`src/rtl/sum3_arbiter.sv`:
```
// Round-robin sharer of one sum-every-3 datapath; grants whole 3-sample groups and tags each sum with its owner.
// Latency: grant 1 cycle after req while idle; tagged result 2 cycles after the third accepted sample.
// Backpressure: only the owner sees o_rdy; others wait for the group to end; valid gaps just stretch the group.
module sum3_arbiter #(
  parameter int N   = 4,
  parameter int IW  = 4,
  parameter int OW  = 6,
  parameter int IDW = $clog2(N)
) (
  input  logic            clk,
  input  logic            rst,
  input  logic [N-1:0]    req,
  input  logic [N-1:0]    i_dval,
  input  logic [N*IW-1:0] i,
  output logic [N-1:0]    o_rdy,
  output logic [N-1:0]    o_gnt,
  output logic            sum_rst_n,
  output logic            sum_dval,
  output logic [IW-1:0]   sum_i,
  input  logic            sum_o_dval,
  input  logic [OW-1:0]   sum_o,
  output logic            o_dval,
  output logic [IDW-1:0]  o_id,
  output logic [OW-1:0]   o,
  output logic            o_err
);

  typedef enum logic {IDLE, BUSY} state_t;

  state_t         state, state_nxt;
  logic [IDW-1:0] owner, owner_nxt;
  logic [IDW-1:0] last, last_nxt;
  logic [1:0]     cnt, cnt_nxt;
  logic           pend;
  logic [IDW-1:0] pend_id;

  logic           accept;
  logic           third;
  logic [IW-1:0]  sel_sample;
  logic [IDW-1:0] arb_start;
  logic [IDW-1:0] arb_idx;
  logic [IDW-1:0] arb_id;
  logic           arb_found;

  // The datapath is cleared together with this block so groups restart aligned.
  assign sum_rst_n = !rst;

  // Search starts after `last` when idle, after the finishing owner at group end.
  assign arb_start = (state == BUSY) ? owner : last;

  // Round-robin pick: scan far-to-near so the nearest requester after arb_start wins.
  always_comb begin
    arb_found = 1'b0;
    arb_id    = '0;
    arb_idx   = '0;
    for (int k = N; k >= 1; k--) begin
      arb_idx = IDW'((int'(arb_start) + k) % N);
      if (req[arb_idx]) begin
        arb_found = 1'b1;
        arb_id    = arb_idx;
      end
    end
  end

  // One-hot grant and ready for the current owner; zero while idle.
  always_comb begin
    o_gnt = '0;
    if (state == BUSY) o_gnt[owner] = 1'b1;
  end

  assign o_rdy = o_gnt;

  // Owner's sample mux, feeding the datapath only on an accepted beat.
  always_comb begin
    sel_sample = '0;
    for (int k = 0; k < N; k++) begin
      if (owner == IDW'(k)) sel_sample = i[k*IW +: IW];
    end
  end

  assign accept   = (state == BUSY) && i_dval[owner];
  assign third    = accept && (cnt == 2'd2);
  assign sum_dval = accept;
  assign sum_i    = accept ? sel_sample : '0;

  // Next-state: grab a winner when idle; at the third accept re-arbitrate with no bubble.
  always_comb begin
    state_nxt = state;
    owner_nxt = owner;
    last_nxt  = last;
    cnt_nxt   = cnt;
    case (state)
      IDLE: begin
        if (arb_found) begin
          state_nxt = BUSY;
          owner_nxt = arb_id;
          last_nxt  = arb_id;
          cnt_nxt   = 2'd0;
        end
      end
      BUSY: begin
        if (accept) begin
          if (cnt == 2'd2) begin
            cnt_nxt = 2'd0;
            if (arb_found) begin
              owner_nxt = arb_id;
              last_nxt  = arb_id;
            end else begin
              state_nxt = IDLE;
            end
          end else begin
            cnt_nxt = cnt + 2'd1;
          end
        end
      end
      default: state_nxt = IDLE;
    endcase
  end

  // Sequencer state registers.
  always_ff @(posedge clk) begin
    if (rst) begin
      state <= IDLE;
      owner <= '0;
      last  <= IDW'(N - 1);
      cnt   <= 2'd0;
    end else begin
      state <= state_nxt;
      owner <= owner_nxt;
      last  <= last_nxt;
      cnt   <= cnt_nxt;
    end
  end

  // Result path: the datapath must answer exactly one cycle after a third accept;
  // a missing or unexpected sum_o_dval is flagged. pend refills after it is consumed.
  always_ff @(posedge clk) begin
    if (rst) begin
      pend    <= 1'b0;
      pend_id <= '0;
      o_dval  <= 1'b0;
      o_id    <= '0;
      o       <= '0;
      o_err   <= 1'b0;
    end else begin
      o_dval <= pend && sum_o_dval;
      o_err  <= pend ^ sum_o_dval;
      if (pend && sum_o_dval) begin
        o_id <= pend_id;
        o    <= sum_o;
      end
      pend <= third;
      if (third) pend_id <= owner;
    end
  end

endmodule

```
`config.mk`:
```
export PLATFORM = sky130hd
export DESIGN_NAME = sum3_arbiter
export DESIGN_NICKNAME = d
export VERILOG_FILES = /design/src/rtl/sum3_arbiter.sv
export SDC_FILE = /design/constraint.sdc
export NUM_CORES = 1
export LEC_CHECK = 0
export BUFFER_PORTS_ARGS = -buffer_cell sky130_fd_sc_hd__buf_2
export CAP_MARGIN = 20
export CORE_UTILIZATION = 40
export CTS_BUF_LIST = sky130_fd_sc_hd__clkbuf_16
export CTS_CLUSTER_DIAMETER = 60
export CTS_CLUSTER_SIZE = 14
export DETAILED_ROUTE_END_ITERATION = 8
export HOLD_SLACK_MARGIN = 0.08
export PLACE_DENSITY = 0.82
export SLEW_MARGIN = 20
export SYNTH_ARGS = -nofsm -noshare
export SYNTH_HDL_FRONTEND = slang
export SYNTH_SLANG_ARGS = --single-unit
export TNS_END_PERCENT = 100
```
`constraint.sdc`:
```
create_clock -name clk -period 4.11 [get_ports clk]
set_clock_uncertainty 0.15 [all_clocks]
set_input_delay 1.0275 -clock clk [delete_from_list [all_inputs] [get_ports clk]]
set_output_delay 1.0275 -clock clk [all_outputs]
set_load 0.05 [all_outputs]
```
# == Yosys cells after proc, flatten, opt, wreduce, memory -nomap -nowiden ==
# Cells that the tools add are included.
# Widths: inputs -> output; s select.
# op_classes
n_addsub,5
n_lt_le_gt_ge,6
eq_ne,7
muxes,43
bitwise,2
reduce_logical,8
# op_table
cell,n
$mux 2,14
$mux 4,6
$lt 2x3->1 const B,5
$mux 1,13
$pmux 2 s2,3
$bmux 1 s2,5
$add 2x1->2 const B,3
$eq 2x2->1 const B,3
$add 2x2->2 const B,2
$logic_and 1x1->1,4
$ne 2x1->1 const B,2
$reduce_and 2->1,2
$demux 1 s2,1
$eq 2x1->1 const B,1
$ge 2x1->1 const B,1
$logic_not 2->1,1
$ne 2x2->1 const B,1
$pmux 1 s2,1
$logic_not 1->1,1
$not 1->1,1
$xor 1x1->1,1
# word_totals
reg_bits,20
inputBits,33

# == Logic depth before layout (Yosys ltp) ==
# Gate-level depths: netlist of the first run.
# depth
depth_word,12
depth_mapped,5
mapped_depth_nobuf,4

# == Worst setup path after synthesis of the first run ==
# No wires, ideal clock.
# synth_path
path_kind,flip-flop to output port
startpoint,reg owner[0]
endpoint,out o_rdy[0]
arrival_time_ns,2.256
path_slack_ns,0.677
path_stages_with_launch,5
path_cell_list,dfxtp_1 -> buf_2 -> buf_2 -> nor3b_1 -> buf_4
# synth_via
elab_chain_len,5
elab_cells_between_ends,6
cone_classes,2 x order compare; 3 x mux; 1 x reduce/logical
# synth_lines
item,line_no,text
from (decl),31,"logic [IDW-1:0] owner, owner_nxt;"
from (signal assigned),129,owner <= owner_nxt;
$lt 2x3->1 (not written as such) / $ge 2x1->1 (equally long branches),68,if (state == BUSY) o_gnt[owner] = 1'b1;
$logic_and 1x1->1 (not written as such),68,
$mux 1 (not written as such),68,
$demux 1 s2 (*),68,
$mux 4 (*),68,
to (decl),15,"output logic [N-1:0] o_rdy,"
# Every way passes the cells marked *; elsewhere a longest branch is shown, timed or not.

# == Final worst setup path of the first run ==
# layout_path
startpoint,in i_dval[3]
endpoint,out sum_i[3]
# layout_via
elab_chain_len,4
# layout_lines
item,line_no,text
from (decl),13,"input logic [N-1:0] i_dval,"
$bmux 1 s2,81,assign accept = (state == BUSY) && i_dval[owner];
$mux 1 (not written as such),81,
$logic_and 1x1->1,81,
$mux 4,84,assign sum_i = accept ? sel_sample : '0;
to (decl),19,"output logic [IW-1:0] sum_i,"
# No other way between the ends. The select of a mux whose other input is x is not followed.

==> results by group, run 1 <==
Outcome
  • Status: finished clean

Clocking
  • Number of CTS-inserted buffers: 3
  • Number of hold buffers added after cts: 0
  • Clock tree from TritonCTS: built
  • Number of clock sinks: 20
  • H-tree level count: 1
  • Longest Clk Path Bufs: 2
  • Post-CTS Repair Setup Buffers: 0
  • Worst-path clk slew: 0.05 ns
  • Clock insertion delay at the later pin of the skew report: 0.25 ns
  • Clk root buf: sky130_fd_sc_hd__clkbuf_16
  • Post-CTS Resized: 0

Worst setup path
  • Worst path buffer plus inverter count: 2
  • Required time worst endpoint: 2.93 ns
  • Path type of the worst setup path: in2out
  • Category of cells accounting for the largest share of critical-path delay: multiplexers
  • Most repeated library cell on the critical path: sky130_fd_sc_hd__buf_2
  • Worst Setup Start Kind: input port
  • Crit path max fanout: 8
  • Slowest stage cell, crit path: sky130_fd_sc_hd__mux4_2
  • Longest individual stage delay on the worst path: 0.55 ns
  • CP Capture Type: output port
  • Ordered list of cells on the worst path: buf_2 > mux4_2 > and3_1 > buf_2
  • Worst Path Arrival: 2.09 ns

Pwr
  • Power density normalized to cell area: 365 nW/µm²
  • VDD IR-drop max: 280 µV
  • Leakage Power: 0.710 nW

Floorplan
  • Total I/O pin count: 57
  • Die H: 55.2 µm
  • Starting Density: 0.442
  • Placement Rows: 18
  • Die Wd: 55.2 µm
  • Core region area: 2570 µm²
  • Area enclosed by the die boundary: 3050 µm²

Logic synthesis
  • Syn avg cell area: 9.86 µm²
  • Dominant cell by count in the synthesized netlist: sky130_fd_sc_hd__dfxtp_1
  • Fraction of synthesis flops using an asynchronous set or reset pin: 0
  • Synthesized instance count: 115
  • Most common flop cell mapped by yosys: sky130_fd_sc_hd__dfxtp_1
  • Post-synth top area cell: sky130_fd_sc_hd__dfxtp_1
  • Dominant cells by area after synthesis: sky130_fd_sc_hd__dfxtp_1 (35%), sky130_fd_sc_hd__mux2i_1 (14%), sky130_fd_sc_hd__mux4_2 (9.9%)
  • Number of enable flip-flop cells after synthesis: 0
  • Unique masters post-synth: 35
  • Most numerous cell types in the synthesized netlist: sky130_fd_sc_hd__dfxtp_1 (20), sky130_fd_sc_hd__mux2i_1 (16), sky130_fd_sc_hd__nor2_1 (16)
  • Fraction of the yosys area taken by sequential cells: 0.353
  • Post-synth design cell area: 1130 µm²
  • Total of flip-flops plus latches after synthesis: 20
  • Post-Synthesis Net Count: 149
  • Total number of yosys warnings: 0
  • Post-synth top area share: 0.353

STA
  • Final-report max-slew violation count: 0
  • Post-layout minimum cycle time: 3.27 ns
  • Slew @ Worst Pin: 0.648 ns
  • Number of hold-slack violations in the final timing report: 0
  • Worst slew margin: 0.568
  • RSZ-0062 raised after global routing: false
  • Peak clock frequency supported by timing: 306 MHz
  • Share of the clock period used by the worst path after layout: 0.796
  • TNS Setup: 0 ns
  • Final setup viols: 0

Routing
  • Residual DRC count: 0
  • Via count: 1,034
  • WL per Instance: 13.5 µm
  • Number of detailed-routing iterations run before antenna repair: 4
  • Detailed Route Iter0 Violations: 28
  • Post-DR vias/cell: 5.33
  • Residual antenna-violating net count after detailed routing: 0
  • Total wire length after detailed routing: 2630 µm

Placement
  • Placer congestion estimate: 0.793
  • Detailed-placement wirelength estimate: 2050 µm
  • Area after detailed placement: 1390 µm²
  • Buffers on Ports: 56

Job
  • Max-capacitance violation count: 0

Finish
  • Ratio of cells with drive above 1 in the final layout: 0.421
  • Fill cell total of the finished layout: 229
  • Final #Nets: 199
  • Antenna diodes: 0
  • Layout-stage area growth over the synthesis result: 29.9%
  • Layout Cell Area excl Fill: 1470 µm²

Global routing
  • Antenna violations before repair: 0
  • Vias in the first global route: 978
  • Largest net degree at the start of global routing: 24
  • Global-route congestion overflow total: 0
  • Combined global-route utilization of all metal layers: 0.172
  • Wire length of the first global-routing pass: 4280 µm

Hold path
  • Worst hold path class: reg2reg
worst min-delay path: cells and delay by family, from the launching register on:
kind,cells,cell delay [ns]
DFF,1,0.32
muxes,1,0.06
and+or+nand+nor,1,0.08
path summary, 6_finish.rpt:
kind,start,endpoint,slack (ns),cells past startpoint
min reg2reg,o[5],o[5],0.35,2
min,o[5],o[5],0.35,2
max,i_dval[3],sum_i[3],0.84,4
max reg2reg,owner[0],pend_id[1],1.91,4
kinds of logic after synthesis:
| group | after synthesis | synth area share |
|---|---|---|
| AND/OR/NAND/NOR | 39 | 0.188 |
| adder cells (fa/ha/maj) | 1 | 0.0110 |
| multiplexers | 22 | 0.251 |
| flip-flops | 20 | 0.353 |
| AO/OA/AOI/OAI | 17 | 0.127 |
| buffers and inverters | 16 | 0.0706 |
sequential cells by signal, indices dropped and copies added (netlist names):
signal and flops:
o 6, cnt 2, last 2, o_id 2
owner 2, pend_id 2, o_dval 1, o_err 1
pend 1, state 1
cell type report:
type / count / area (µm²) / share of cell area
Multi-Input combinational cell: 79 / 653 / 0.444
Clock inverter: 1 / 3.75 / 0.00255
Tap cell: 30 / 37.5 / 0.0255
Clock buffer: 3 / 75.1 / 0.0510
Inverter: 4 / 15.0 / 0.0102
Timing Repair Buffer: 57 / 288 / 0.195
Sequential cell: 20 / 400 / 0.272
per-layer routing:
metal / up-vias / wire length, µm / global-route usage
met1: 496 / 1070 / 0.184
li1: 513 / - / -
met4: 0 / 20 / 0.0714
met3: 5 / 94 / 0.0445
met2: 20 / 1450 / 0.315
met5: - / 0 / 0
cell usage in the layout, fill, tap and decap left out, drive strengths merged, types with 2 or more instances in the layout:
master | netlist | layout
mux4 | 5 | 5
inv | 4 | 4
buf | 8 | 57
nor2 | 16 | 16
mux2i | 16 | 16
nand2 | 6 | 6
clkbuf | 4 | 3
dfxtp | 20 | 20
nor2b | 3 | 3
a21oi | 5 | 5
and3 | 5 | 5
nand4b | 2 | 2
metrics by stage:
step	utilization	total power [mW]	instances	hold slack, ns	setup WS, ns
after floorplan	-	0.314	115	0.314	0.677
after global placement	0.543	0.341	190	0.319	0.878
after detailed placement	0.543	0.346	190	0.333	0.844
after global routing	0.574	0.559	194	0.379	0.746
after CTS	0.574	0.542	194	0.348	0.843
final	0.574	0.538	194	0.346	0.839
report_power, final:
group	switching [mW]	internal (mW)	total (mW)
clock	0.0666	0.129	0.196
sequential	0.0135	0.200	0.214
combinational	0.0773	0.0506	0.128
(Power assumes the default switching activity.)
==> inputs of run 2 (changes only) <==
==> constraint.sdc (replaced) <==
create_clock -name clk -period 3.35 [get_ports clk]
set_clock_uncertainty 0.15 [all_clocks]
set_input_delay 0.8375 -clock clk [delete_from_list [all_inputs] [get_ports clk]]
set_output_delay 0.8375 -clock clk [all_outputs]
set_load 0.05 [all_outputs]
==> results by group, run 2 (synthesized netlist as in run 1, its figures left out) <==
Outcome
  • Status: finished clean

Placement
  • Post-placement cell count: 190 (unchanged)
  • Buffers on Ports: 56 (unchanged)
  • Area after detailed placement: 1390 µm² (unchanged)
  • Placer congestion estimate: 0.790 (-0.35%)
  • Detailed-placement wirelength estimate: 2060 µm (+0.35%)

Worst setup path
  • Ordered list of cells on the worst path: mux4_2 > and3_1 > buf_2
  • Slowest stage cell, crit path: sky130_fd_sc_hd__dfxtp_1
  • Destination of the critical timing path: sum_i[2]
  • Internal reg-to-reg setup slack: 1.15 ns (-0.76 ns)
  • Setup crit start: owner[0]
  • Crit path max fanout: 15 (+7)
  • Required time worst endpoint: 2.36 ns (-0.57 ns)
  • Reg-to-Reg End: pend_id[0]
  • Reg2reg start: owner[0]
  • Longest individual stage delay on the worst path: 0.74 ns (+0.19 ns)
  • Path type of the worst setup path: reg2out
  • Worst Path Arrival: 2.09 ns (about the same)
  • CP Capture Type: output port
  • Worst Setup Start Kind: flop
  • Path depth of the worst reg2reg path: 4 (unchanged)

Job
  • Max-capacitance violation count: 0 (unchanged)

Clocking
  • Clock tree from TritonCTS: built
  • Clk root buf: sky130_fd_sc_hd__clkbuf_16
  • H-tree level count: 1 (unchanged)
  • Post-CTS Repair Setup Buffers: 0 (unchanged)
  • Number of clock sinks: 20 (unchanged)
  • Longest Clk Path Bufs: 2 (unchanged)
  • Number of hold buffers added after cts: 0 (unchanged)
  • Number of CTS-inserted buffers: 3 (unchanged)
  • Post-CTS Resized: 0 (unchanged)
  • Clock insertion delay at the later pin of the skew report: 0.25 ns (about the same)
  • Worst-path clk slew: 0.05 ns (about the same)

Finish
  • Final cell count without fillers: 194 (unchanged)
  • Antenna diodes: 0 (unchanged)
  • Layout-stage area growth over the synthesis result: 29.9% (unchanged)
  • Footprint of the multi-input gates: 653 µm² (unchanged)
  • Fill cell total of the finished layout: 242 (+5.7%)
  • Most common cell after layout, fill and taps aside: sky130_fd_sc_hd__buf_2
  • Register with the highest flop count: o
  • Final #Nets: 199 (unchanged)
  • Most frequent cells in the layout: sky130_fd_sc_hd__buf_2 (56), sky130_fd_sc_hd__dfxtp_1 (20), sky130_fd_sc_hd__nor2_1 (16), sky130_fd_sc_hd__mux2i_1 (16)
  • Layout Cell Area excl Fill: 1470 µm² (unchanged)
  • FF+latch area: 400 µm² (unchanged)
  • Ratio of cells with drive above 1 in the final layout: 0.421 (unchanged)
  • Flip-flop count of the largest register after layout: 6 (unchanged)

Global routing
  • Wire length of the first global-routing pass: 4220 µm (-1.3%)
  • Combined global-route utilization of all metal layers: 0.172 (+0.000818)
  • Largest net degree at the start of global routing: 24 (unchanged)
  • Global-route congestion overflow total: 0 (unchanged)
  • Vias in the first global route: 971 (-0.72%)
  • Antenna violations before repair: 0 (unchanged)

Pwr
  • Fraction of power consumed by sequential logic: 0.395 (-0.003)
  • Switching share of power: 0.297 (+0.00431)
  • Share of total power in combinational logic: 0.237 (about the same)
  • Sw Pwr: 0.197 mW (+25%)
  • VDD IR-drop max: 384 µV (+37%)
  • Clock network fraction of design power: 0.368 (+0.004)
  • Power Internal: 0.467 mW (+23%)
  • Power density normalized to cell area: 451 nW/µm² (+24%)
  • Leakage Power: 0.710 nW (unchanged)

Floorplan
  • Placement Rows: 18 (unchanged)
  • Core region area: 2570 µm² (unchanged)
  • Die H: 55.2 µm (unchanged)
  • Area enclosed by the die boundary: 3050 µm² (unchanged)
  • Starting Density: 0.442 (unchanged)
  • Total I/O pin count: 57 (unchanged)
  • Die Wd: 55.2 µm (unchanged)

STA
  • TNS Setup: 0 ns (unchanged)
  • RSZ-0062 raised after global routing: false
  • Number of hold-slack violations in the final timing report: 0 (unchanged)
  • Share of the clock period used by the worst path after layout: 0.920
  • Final setup viols: 0 (unchanged)
  • Min Hold Slack: 0.343 ns (-0.00361 ns)
  • Post-layout minimum cycle time: 3.08 ns
  • Slew @ Worst Pin: 0.664 ns (+0.0164 ns)
  • Peak clock frequency supported by timing: 325 MHz
  • Final-report max-slew violation count: 0 (unchanged)
  • Worst slew margin: 0.557 (-0.0109)

Routing
  • Total wire length after detailed routing: 2600 µm (-0.91%)
  • WL per Instance: 13.4 µm (-0.91%)
  • Post-DR vias/cell: 5.38 (+0.97%)
  • Number of detailed-routing iterations run before antenna repair: 4 (unchanged)
  • Via count: 1,044 (+0.97%)
  • Residual DRC count: 0 (unchanged)
  • Detailed Route Iter0 Violations: 17 (-39%)
  • Residual antenna-violating net count after detailed routing: 0 (unchanged)

Hold path
  • Worst hold path class: reg2reg
## run 2: cell counts in the layout (fill, tap and decap cells not counted)
Identical to the previous run, type by type.
## run 2: critical path: cells and delay by family (launching register included)
kind / cells / cell delay (ns)
AND/OR/NAND/NOR: 1 / 0.20
flip-flops: 1 / 0.74
buffers and inverters: 1 / 0.21
multiplexers: 1 / 0.68
## run 2: area by class of cell
class | instances | share of cell area
multi-input combinational | 79 | 0.444
clock inverter | 1 | 0.00255
timing repair buffer | 57 | 0.195
tap | 30 | 0.0255
sequential | 20 | 0.272
clock buffer | 3 | 0.0510
inverter | 4 | 0.0102
## run 2: worst min-delay path by stage
stage,from,to,depth (start not counted)
floorplan,pend_id[0],pend_id[0],2
global placement,o[1],o[1],2
detailed placement,o[1],o[1],2
CTS,o[5],o[5],2
global route,o[2],o[2],2
finish,o[5],o[5],2
## run 2: routing by layer
metal	part of all wire	routed length (µm)	global-route usage
met1	0.40	1040	0.185
met2	0.54	1410	0.308
met3	0.040	105	0.0562
met4	0.018	46	0.0714
met5	0	0	0
## run 2: stage by stage
stage                      util  setup WS, ns  power (mW)
after detailed placement  0.543         0.464       0.425
after global placement    0.543         0.498       0.418
after global routing      0.574         0.178       0.690
final                     0.574         0.270       0.664
after CTS                 0.574         0.271       0.671
after floorplan               -         0.107       0.385
## run 2: power groups by stage
stage	Clock (mW)	Combinational [mW]	Sequential [mW]
after floorplan	0	0.127	0.258
after global placement	0	0.152	0.266
after detailed placement	0	0.157	0.267
after CTS	0.252	0.157	0.262
after global routing	0.259	0.167	0.265
final	0.245	0.157	0.262
==> inputs of run 3 (changes only) <==
--- a/config.mk
+++ b/config.mk
@@ -5,7 +5,7 @@
 export SDC_FILE = /design/constraint.sdc
 export NUM_CORES = 1
 export LEC_CHECK = 0
-export BUFFER_PORTS_ARGS = -buffer_cell sky130_fd_sc_hd__buf_2
+export BUFFER_PORTS_ARGS = -buffer_cell sky130_fd_sc_hd__clkbuf_2
 export CAP_MARGIN = 20
 export CORE_UTILIZATION = 40
 export CTS_BUF_LIST = sky130_fd_sc_hd__clkbuf_16
==> results by group, run 3 (synthesized netlist as in run 1, its figures left out) <==
Outcome
  • Status: finished clean

Finish
  • Most common cell after layout, fill and taps aside: sky130_fd_sc_hd__clkbuf_2
  • Antenna diodes: 0 (unchanged)
  • Utilization after layout: 0.575 (+0.00146)
  • Ratio of cells with drive above 1 in the final layout: 0.427 (+0.00610)
  • Layout-stage area growth over the synthesis result: 30.2%
  • Layout Cell Area excl Fill: 1480 µm² (+0.26%)
  • Flip-flop count of the largest register after layout: 6 (unchanged)
  • Register with the highest flop count: o
  • Final #Nets: 200 (+0.50%)
  • Fill cell total of the finished layout: 238 (-1.7%)
  • Most frequent cells in the layout: sky130_fd_sc_hd__clkbuf_2 (56), sky130_fd_sc_hd__dfxtp_1 (20), sky130_fd_sc_hd__nor2_1 (16), sky130_fd_sc_hd__mux2i_1 (16)

Global routing
  • Antenna violations before repair: 0 (unchanged)
  • Largest net degree at the start of global routing: 23 (-4.2%)
  • Vias in the first global route: 1,041 (+7.2%)
  • Combined global-route utilization of all metal layers: 0.185 (+0.0123)
  • Wire length of the first global-routing pass: 4600 µm (+8.8%)
  • Global-route congestion overflow total: 0 (unchanged)

Pwr
  • Total chip power: 0.661 mW (-0.49%)
  • Leakage Power: 0.703 nW (-0.97%)
  • Power density normalized to cell area: 448 nW/µm² (-0.74%)
  • VDD IR-drop max: 458 µV (+19%)

Floorplan
  • Placement Rows: 18 (unchanged)
  • Starting Density: 0.442 (unchanged)
  • Core region area: 2570 µm² (unchanged)
  • Die Wd: 55.2 µm (unchanged)
  • Total I/O pin count: 57 (unchanged)
  • Area enclosed by the die boundary: 3050 µm² (unchanged)
  • Die H: 55.2 µm (unchanged)

Clocking
  • Number of CTS-inserted buffers: 3 (unchanged)
  • Number of clock sinks: 20 (unchanged)
  • Clk root buf: sky130_fd_sc_hd__clkbuf_16
  • Clock tree from TritonCTS: built
  • Longest Clk Path Bufs: 2 (unchanged)
  • Number of hold buffers added after cts: 0 (unchanged)
  • H-tree level count: 1 (unchanged)
  • Worst-path clk slew: 0.05 ns (about the same)
  • Post-CTS Resized: 0 (unchanged)
  • Clock insertion delay at the later pin of the skew report: 0.25 ns (about the same)
  • Post-CTS Repair Setup Buffers: 0 (unchanged)

Placement
  • Area after detailed placement: 1400 µm² (+0.54%)
  • Detailed-placement wirelength estimate: 2120 µm (+2.9%)
  • Placer congestion estimate: 0.776 (-1.8%)
  • Buffers on Ports: 56 (unchanged)

Worst setup path
  • Path type of the worst setup path: reg2out
  • Worst Setup Start Kind: flop
  • Slowest stage cell, crit path: sky130_fd_sc_hd__dfxtp_1
  • Ordered list of cells on the worst path: mux4_2 > and3_1 > clkbuf_2
  • Worst Path Arrival: 2.10 ns (about the same)
  • Longest individual stage delay on the worst path: 0.73 ns (about the same)
  • CP Capture Type: output port
  • Crit path max fanout: 15 (unchanged)
  • Required time worst endpoint: 2.36 ns (about the same)

Routing
  • Number of detailed-routing iterations run before antenna repair: 4 (unchanged)
  • Via count: 1,050 (+0.57%)
  • Post-DR vias/cell: 5.41 (+0.57%)
  • Residual antenna-violating net count after detailed routing: 0 (unchanged)
  • Total wire length after detailed routing: 2690 µm (+3.1%)
  • Detailed Route Iter0 Violations: 17 (unchanged)
  • Residual DRC count: 0 (unchanged)
  • WL per Instance: 13.8 µm (+3.1%)

STA
  • Final-report max-slew violation count: 0 (unchanged)
  • Post-layout minimum cycle time: 3.09 ns (+0.0112 ns)
  • Peak clock frequency supported by timing: 323 MHz (-0.36%)
  • RSZ-0062 raised after global routing: false
  • Final setup viols: 0 (unchanged)
  • Share of the clock period used by the worst path after layout: 0.923 (+0.00334)
  • Worst slew margin: 0.568 (+0.0114)
  • Slew @ Worst Pin: 0.647 ns (-0.0170 ns)
  • TNS Setup: 0 ns (unchanged)
  • Number of hold-slack violations in the final timing report: 0 (unchanged)

Hold path
  • Worst hold path class: reg2reg

Job
  • Max-capacitance violation count: 0 (unchanged)
-- run 3: changes by cell type in the layout (fill, tap and decap cells not counted) --
cell	delta
sky130_fd_sc_hd__buf_2	-56
sky130_fd_sc_hd__clkinv_1	-1
sky130_fd_sc_hd__clkbuf_2	+56
sky130_fd_sc_hd__buf_4	+1
-- run 3: power breakdown --
group          total [mW]  switching (mW)  internal [mW]
combinational       0.161          0.0980         0.0627
sequential          0.262          0.0159          0.246
clock               0.239          0.0815          0.157
-- run 3: final cells by class --
class	count	area [µm²]	area share
tap	30	37.5	0.0254
inverter	4	15.0	0.0102
clock buffer	3	75.1	0.0508
multi-input combinational	79	653	0.442
sequential	20	400	0.271
timing repair buffer	58	295	0.200
-- run 3: final timing paths --
check / depth (start not counted) / end / startpoint / slack (ns)
max: 3 / sum_i[1] / owner[0] / 0.26
min: 2 / o[2] / o[2] / 0.35
max reg2reg: 4 / pend_id[0] / owner[0] / 1.20
min reg2reg: 2 / o[2] / o[2] / 0.35
-- run 3: layer usage --
metal,vias up,part of all wire,track usage,wire length (µm)
li1,518,-,-,-
met1,501,0.41,0.208,1090
met2,27,0.55,0.336,1460
met3,4,0.038,0.0562,103
met4,0,0.010,0.0464,28
met5,-,0,0,0
-- run 3: metrics by stage --
stage                     worst slack, ns  hold WS, ns  std cells
after detailed placement            0.443        0.334        191
after CTS                           0.257        0.353        194
after floorplan                     0.107        0.314        115
after global placement              0.483        0.324        191
after global routing                0.132        0.383        194
final                               0.258        0.345        194
-- run 3: worst max-delay path, delay by kind of cell, from the launching register on --
kind          cells  cell delay, ns
buf+inv           1            0.24
flops             1            0.73
simple gates      1            0.21
mux               1            0.68
